**config.mk**
```make
export PLATFORM = sky130hd
export DESIGN_NAME = coremem_arbiter
export DESIGN_NICKNAME = d
export VERILOG_FILES = /design/src/rtl/coremem_pkg.sv /design/src/rtl/coremem_rr_arb.sv /design/src/rtl/coremem_arbiter.sv
export SDC_FILE = /design/constraint.sdc
export NUM_CORES = 1
export LEC_CHECK = 0
export ABC_AREA = 1
export CAP_MARGIN = 20
export CORE_MARGIN = 10
export CORE_UTILIZATION = 29
export CTS_CLUSTER_DIAMETER = 80
export DETAILED_ROUTE_END_ITERATION = 8
export PLACE_DENSITY = 0.88
export SLEW_MARGIN = 20
export SYNTH_ARGS = -nofsm -noshare
export SYNTH_HDL_FRONTEND = slang
export SYNTH_SLANG_ARGS = --single-unit
```
**constraint.sdc**
```tcl
create_clock -name clk_i -period 5.5 [get_ports clk_i]
set_clock_uncertainty 0.05 [all_clocks]
set_input_delay 1.1 -clock clk_i [delete_from_list [all_inputs] [get_ports clk_i]]
set_output_delay 1.1 -clock clk_i [all_outputs]
set_load 0.005 [all_outputs]
```
**src/rtl/coremem_pkg.sv**
```systemverilog
// rtl/coremem_pkg.sv - shared types and constants for the two-port SRAM arbiter
package coremem_pkg;

  localparam int NUM_PORTS      = 2;
  localparam int CONFLICT_CNT_W = 16;

  typedef logic port_id_t;

  // Tag registered on every grant so the one-cycle-later SRAM response can be
  // routed back to the port that issued it.
  typedef struct packed {
    logic     valid;
    port_id_t id;
  } rsp_tag_t;

endpackage

```
**src/rtl/coremem_rr_arb.sv**
```systemverilog
// rtl/coremem_rr_arb.sv - 2-way request arbiter, round-robin or fixed priority
//
// Ports:
//   clk_i, rst_i : clock (rising edge), asynchronous active-high reset
//   req          : per-port request
//   gnt          : one-hot (or zero) combinational grant
//
// Build option COREMEM_ARB_RR_EN: defined selects round-robin with a one-bit
// priority pointer; undefined selects fixed priority (port 0 wins) with no
// pointer register.
module coremem_rr_arb
  import coremem_pkg::*;
(
  input  logic                 clk_i,
  input  logic                 rst_i,
  input  logic [NUM_PORTS-1:0] req,
  output logic [NUM_PORTS-1:0] gnt
);

`ifdef COREMEM_ARB_RR_EN
  port_id_t prio_q;
  logic     conflict;

  assign conflict = &req;

  always_comb begin
    gnt = req;
    if (conflict) begin
      gnt = prio_q ? 2'b10 : 2'b01;
    end
  end

  // The winner of a conflict is prio_q; it drops to lowest priority, so the
  // pointer simply flips. Non-conflict cycles leave the pointer alone.
  always_ff @(posedge clk_i or posedge rst_i) begin
    if (rst_i) begin
      prio_q <= 1'b0;
    end else if (conflict) begin
      prio_q <= ~prio_q;
    end
  end
`else
  logic unused_clk_rst;

  assign unused_clk_rst = clk_i ^ rst_i;

  always_comb begin
    gnt = 2'b00;
    if (req[0]) begin
      gnt = 2'b01;
    end else if (req[1]) begin
      gnt = 2'b10;
    end
  end
`endif

endmodule

```
**src/rtl/coremem_arbiter.sv**
```systemverilog
// rtl/coremem_arbiter.sv - shares one single-port synchronous SRAM between two requesters
//
// Ports:
//   clk_i, rst_i          : clock, asynchronous active-high reset
//   req_i/we_i/addr_i/wdata_i/be_i [p] : core-side request per port
//   gnt_o/rvalid_o/rdata_o [p]         : combinational grant, 1-cycle response
//   sram_*                : SRAM macro pins (read data valid 1 cycle after CE)
//   conflict_cnt_o        : saturating count of cycles with both ports requesting
//
// Build option COREMEM_ARB_RR_EN selects round-robin arbitration (see
// coremem_rr_arb); undefined gives fixed priority to port 0.
module coremem_arbiter
  import coremem_pkg::*;
#(
  parameter int ADDR_WIDTH = 14,
  parameter int DATA_WIDTH = 32
) (
  input  logic                                  clk_i,
  input  logic                                  rst_i,
  input  logic [NUM_PORTS-1:0]                  req_i,
  input  logic [NUM_PORTS-1:0]                  we_i,
  input  logic [NUM_PORTS-1:0][ADDR_WIDTH-1:0]  addr_i,
  input  logic [NUM_PORTS-1:0][DATA_WIDTH-1:0]  wdata_i,
  input  logic [NUM_PORTS-1:0][DATA_WIDTH/8-1:0] be_i,
  output logic [NUM_PORTS-1:0]                  gnt_o,
  output logic [NUM_PORTS-1:0]                  rvalid_o,
  output logic [NUM_PORTS-1:0][DATA_WIDTH-1:0]  rdata_o,
  output logic                                  sram_ce_o,
  output logic                                  sram_we_o,
  output logic [ADDR_WIDTH-1:0]                 sram_addr_o,
  output logic [DATA_WIDTH-1:0]                 sram_wdata_o,
  output logic [DATA_WIDTH/8-1:0]               sram_be_o,
  input  logic [DATA_WIDTH-1:0]                 sram_rdata_i,
  output logic [CONFLICT_CNT_W-1:0]             conflict_cnt_o
);

  logic [NUM_PORTS-1:0] arb_gnt;
  logic [NUM_PORTS-1:0] gnt;
  port_id_t             win;
  rsp_tag_t             rsp_q;

  coremem_rr_arb u_arb (
    .clk_i (clk_i),
    .rst_i (rst_i),
    .req   (req_i),
    .gnt   (arb_gnt)
  );

  // Grants are masked during reset so every output reads 0 while rst_i is high.
  assign gnt   = rst_i ? '0 : arb_gnt;
  assign gnt_o = gnt;
  assign win   = gnt[1];

  always_comb begin
    sram_ce_o    = 1'b0;
    sram_we_o    = 1'b0;
    sram_addr_o  = '0;
    sram_wdata_o = '0;
    sram_be_o    = '0;
    if (|gnt) begin
      sram_ce_o    = 1'b1;
      sram_we_o    = we_i[win];
      sram_addr_o  = addr_i[win];
      sram_wdata_o = wdata_i[win];
      sram_be_o    = be_i[win];
    end
  end

  always_ff @(posedge clk_i or posedge rst_i) begin
    if (rst_i) begin
      rsp_q <= '0;
    end else begin
      rsp_q.valid <= |gnt;
      rsp_q.id    <= win;
    end
  end

  always_comb begin
    rvalid_o = '0;
    rdata_o  = '0;
    if (rsp_q.valid) begin
      rvalid_o[rsp_q.id] = 1'b1;
      rdata_o[rsp_q.id]  = sram_rdata_i;
    end
  end

  always_ff @(posedge clk_i or posedge rst_i) begin
    if (rst_i) begin
      conflict_cnt_o <= '0;
    end else if ((&req_i) && (conflict_cnt_o != {CONFLICT_CNT_W{1'b1}})) begin
      conflict_cnt_o <= conflict_cnt_o + 1'b1;
    end
  end

endmodule

```
==> results.sh <==
export IMPL_end_kind="output pin"
export IMPL_finalHoldViolCount=0
export IMPL_switching_share_pct=31.9
export IMPL_globalRouteOverflowTotal=0
export IMPL_cts_setup_buffers=0
export IMPL_grt_pass1_vias=3675
export IMPL_top_layer="met4"
export IMPL_detail_route_first_pass_iterations=4
export IMPL_globalplace_congestion=0.893
export IMPL_ys_types=21
export IMPL_ir_drop_uv=115
export IMPL_hold_class="reg2reg"
export IMPL_synth_top_area_cell="nand2_1"
export IMPL_internal_power_w=0.000420
export IMPL_num_vias=3735
export IMPL_cts_resized=0
export IMPL_cts_buffer_depth=2
export IMPL_cp_data_arrival_time_ns=3.20
export IMPL_clk_insertion_delay_late_ns=0.26
export IMPL_syn_inst=434
export IMPL_start_util_pct=30.3
export IMPL_drt_iter0_markers=131
export IMPL_synth_top_area_share_pct=29.0
export IMPL_timing_fmax_ghz=0.230
export IMPL_crit_required_ns=4.35
export IMPL_ant_nets=0
export IMPL_fp_row_count=31
export IMPL_fp_dieW_um=108
export IMPL_die_area_um2=11600
export IMPL_crit_fanout=53
export IMPL_maxCapViolations=0
export IMPL_drive_gt1_share_pct=2.75
export IMPL_grt_max_degree=54
export IMPL_fin_crit_ns=4.35
export IMPL_dr_wl_met2_um=7570
export IMPL_seq_area_frac_synth_pct=20.2
export IMPL_setup_viol=0
export IMPL_finalSetupTns_ns=0
export IMPL_place_area_um2=5010
export IMPL_cts_made_buffers=3
export IMPL_p_switching_w=0.000196
export IMPL_worst_r2r_cell_count=6
export IMPL_relSlewSlack_pct=30.8
export IMPL_cts_tree="built"
export IMPL_cts_sinks=18
export IMPL_power_frac_clock_pct=17.8
export IMPL_seqPwrFrac_pct=28.1
export IMPL_outcome="completed"
export IMPL_io_buffers=273
export IMPL_period_share_pct=79.0
export IMPL_routed_via_density=4.70
export IMPL_antenna_found_initial=3
export IMPL_dp_hpwl_um=12200
export IMPL_grt_use_total_pct=22.0
export IMPL_met3_length_um=1370
export IMPL_avgSynthCellArea_um2=5.14
export IMPL_syn_nets=573
export IMPL_drc=0
export IMPL_cts_hold_buf=0
export IMPL_io_pins=274
export IMPL_detail_route_wl_per_cell_um=17.9
export IMPL_cts_reportedPaths_clkPinSlew_ns=0.07
export IMPL_worstHoldPathCells=2
export IMPL_worstSetupStartpointType="input port"
export IMPL_die_h_um=108
export IMPL_p_per_area_nw_per_um2=121
export IMPL_postLayoutCellArea_um2=5100
export IMPL_synthesis_area_um2=2230
export IMPL_tightest_slew_ns=1.03
export IMPL_wirelength_um=14200
export IMPL_h_tree_depth=1
export IMPL_nets=832
export IMPL_synth_area_leaders="nand2_1 (29%), dfrtp_1 (20%), nor2_1 (13%)"
export IMPL_synth_ff_latch_count=18
export IMPL_yosys_warnings=0
export IMPL_power_leakage_nw=2.29
export IMPL_comb_power_share_pct=54.1
export IMPL_slew_violations=0
export IMPL_area_growth_pct=129
export IMPL_wl_met1_um=4920
export IMPL_worstSetupPathType="in2out"
export IMPL_grt_pass1_wl_um=20200
export IMPL_clockRootBuffer="clkbuf_8"
export IMPL_rsz0062_at_grt="no"
export IMPL_coreArea_um2=7370
==> sequential cells by signal (all words and copies together) (netlist names) <==
signal / count
rsp_q: 2
conflict_cnt_o: 16
==> critical path: stages <==
cell and delay [ns]:
clkdlybuf4s50_1 0.45, inv_1 0.10, nand3_2 0.08, inv_2 0.08, buf_4 0.44, nand2_1 0.09, a21oi_1 0.25, clkdlybuf4s50_1 0.56
==> final timing paths <==
check | startpoint | end | slack [ns]
max in group asynchronous | rst_i | conflict_cnt_o[3] | 4.01
worst max-delay path | req_i[0] | sram_wdata_o[5] | 1.15
worst max register to register | conflict_cnt_o[0] | conflict_cnt_o[6] | 3.42
worst min-delay path | conflict_cnt_o[1] | conflict_cnt_o[1] | 0.53
worst min register to register | conflict_cnt_o[1] | conflict_cnt_o[1] | 0.53
min in group asynchronous | rst_i | conflict_cnt_o[5] | 1.19
==> cell families after synthesis <==
kind of cell	share of synthesized area, %
flops	20.2
compound gates	12.1
buf+inv	14.1
simple gates	51.1
xor+xnor	1.96
fa+ha+maj	0.561
==> synthesized netlist by cell type <==
cell type,count
a21oi_1,52
buf_2,11
buf_8,1
clkbuf_1,11
dfrtp_1,18
ha_1,1
inv_1,53
inv_2,1
nand2_1,172
nand2_2,4
nand2_4,1
nand3_1,9
nand3_4,2
nand3b_1,2
nand4_1,7
nor2_1,80
nor2_2,1
nor2_4,1
o21ai_0,2
xnor2_1,2
xor2_1,3
==> layout by cell type (no fill, tap or decap), drive strengths merged <==
master	netlist	routed
clkbuf	11	4
nand3b	2	2
xnor2	2	2
clkdlybuf4s50	0	273
diode	0	3
nor2	82	82
ha	1	1
dfrtp	18	18
xor2	3	3
o21ai	2	2
nand2	177	177
a21oi	52	52
inv	54	54
nand3	11	11
buf	12	4
nand4	7	7
==> layer usage <==
layer | GRT usage, % | vias up
li1 | - | 1831
met1 | 21.5 | 1687
met2 | 42.8 | 201
met3 | 6.71 | 16
met4 | 6.49 | 0
met5 | 0 | -
==> stage by stage <==
stage	hold WS (ns)	utilization [%]	power (W)	setup WS, ns	instances
floorplan	0.469	-	0.000272	1.98	434
global placement	0.479	67.9	0.000500	1.01	786
detailed placement	0.508	67.9	0.000508	0.949	786
CTS	0.526	68.7	0.000618	0.932	790
global route	0.561	69.2	0.000658	1.05	794
finish	0.525	69.2	0.000616	1.15	794
==> power by group through the flow <==
stage | Combinational (W) | Sequential, W | Clock [W]
floorplan | 0.000102 | 0.000171 | 0
global placement | 0.000325 | 0.000174 | 0
detailed placement | 0.000333 | 0.000175 | 0
CTS | 0.000334 | 0.000173 | 0.000111
global route | 0.000363 | 0.000175 | 0.000120
finish | 0.000333 | 0.000173 | 0.000110
==> layout make-up <==
type	instances	area (µm²)
fillers	619	2270
well taps	99	124
inverters	54	203
repair buffers	277	2780
diodes	3	7.51
clock buffers	4	55.1
flip-flops and latches	18	450
multi-input cells	339	1480
Power figures use the tool's default switching activity.
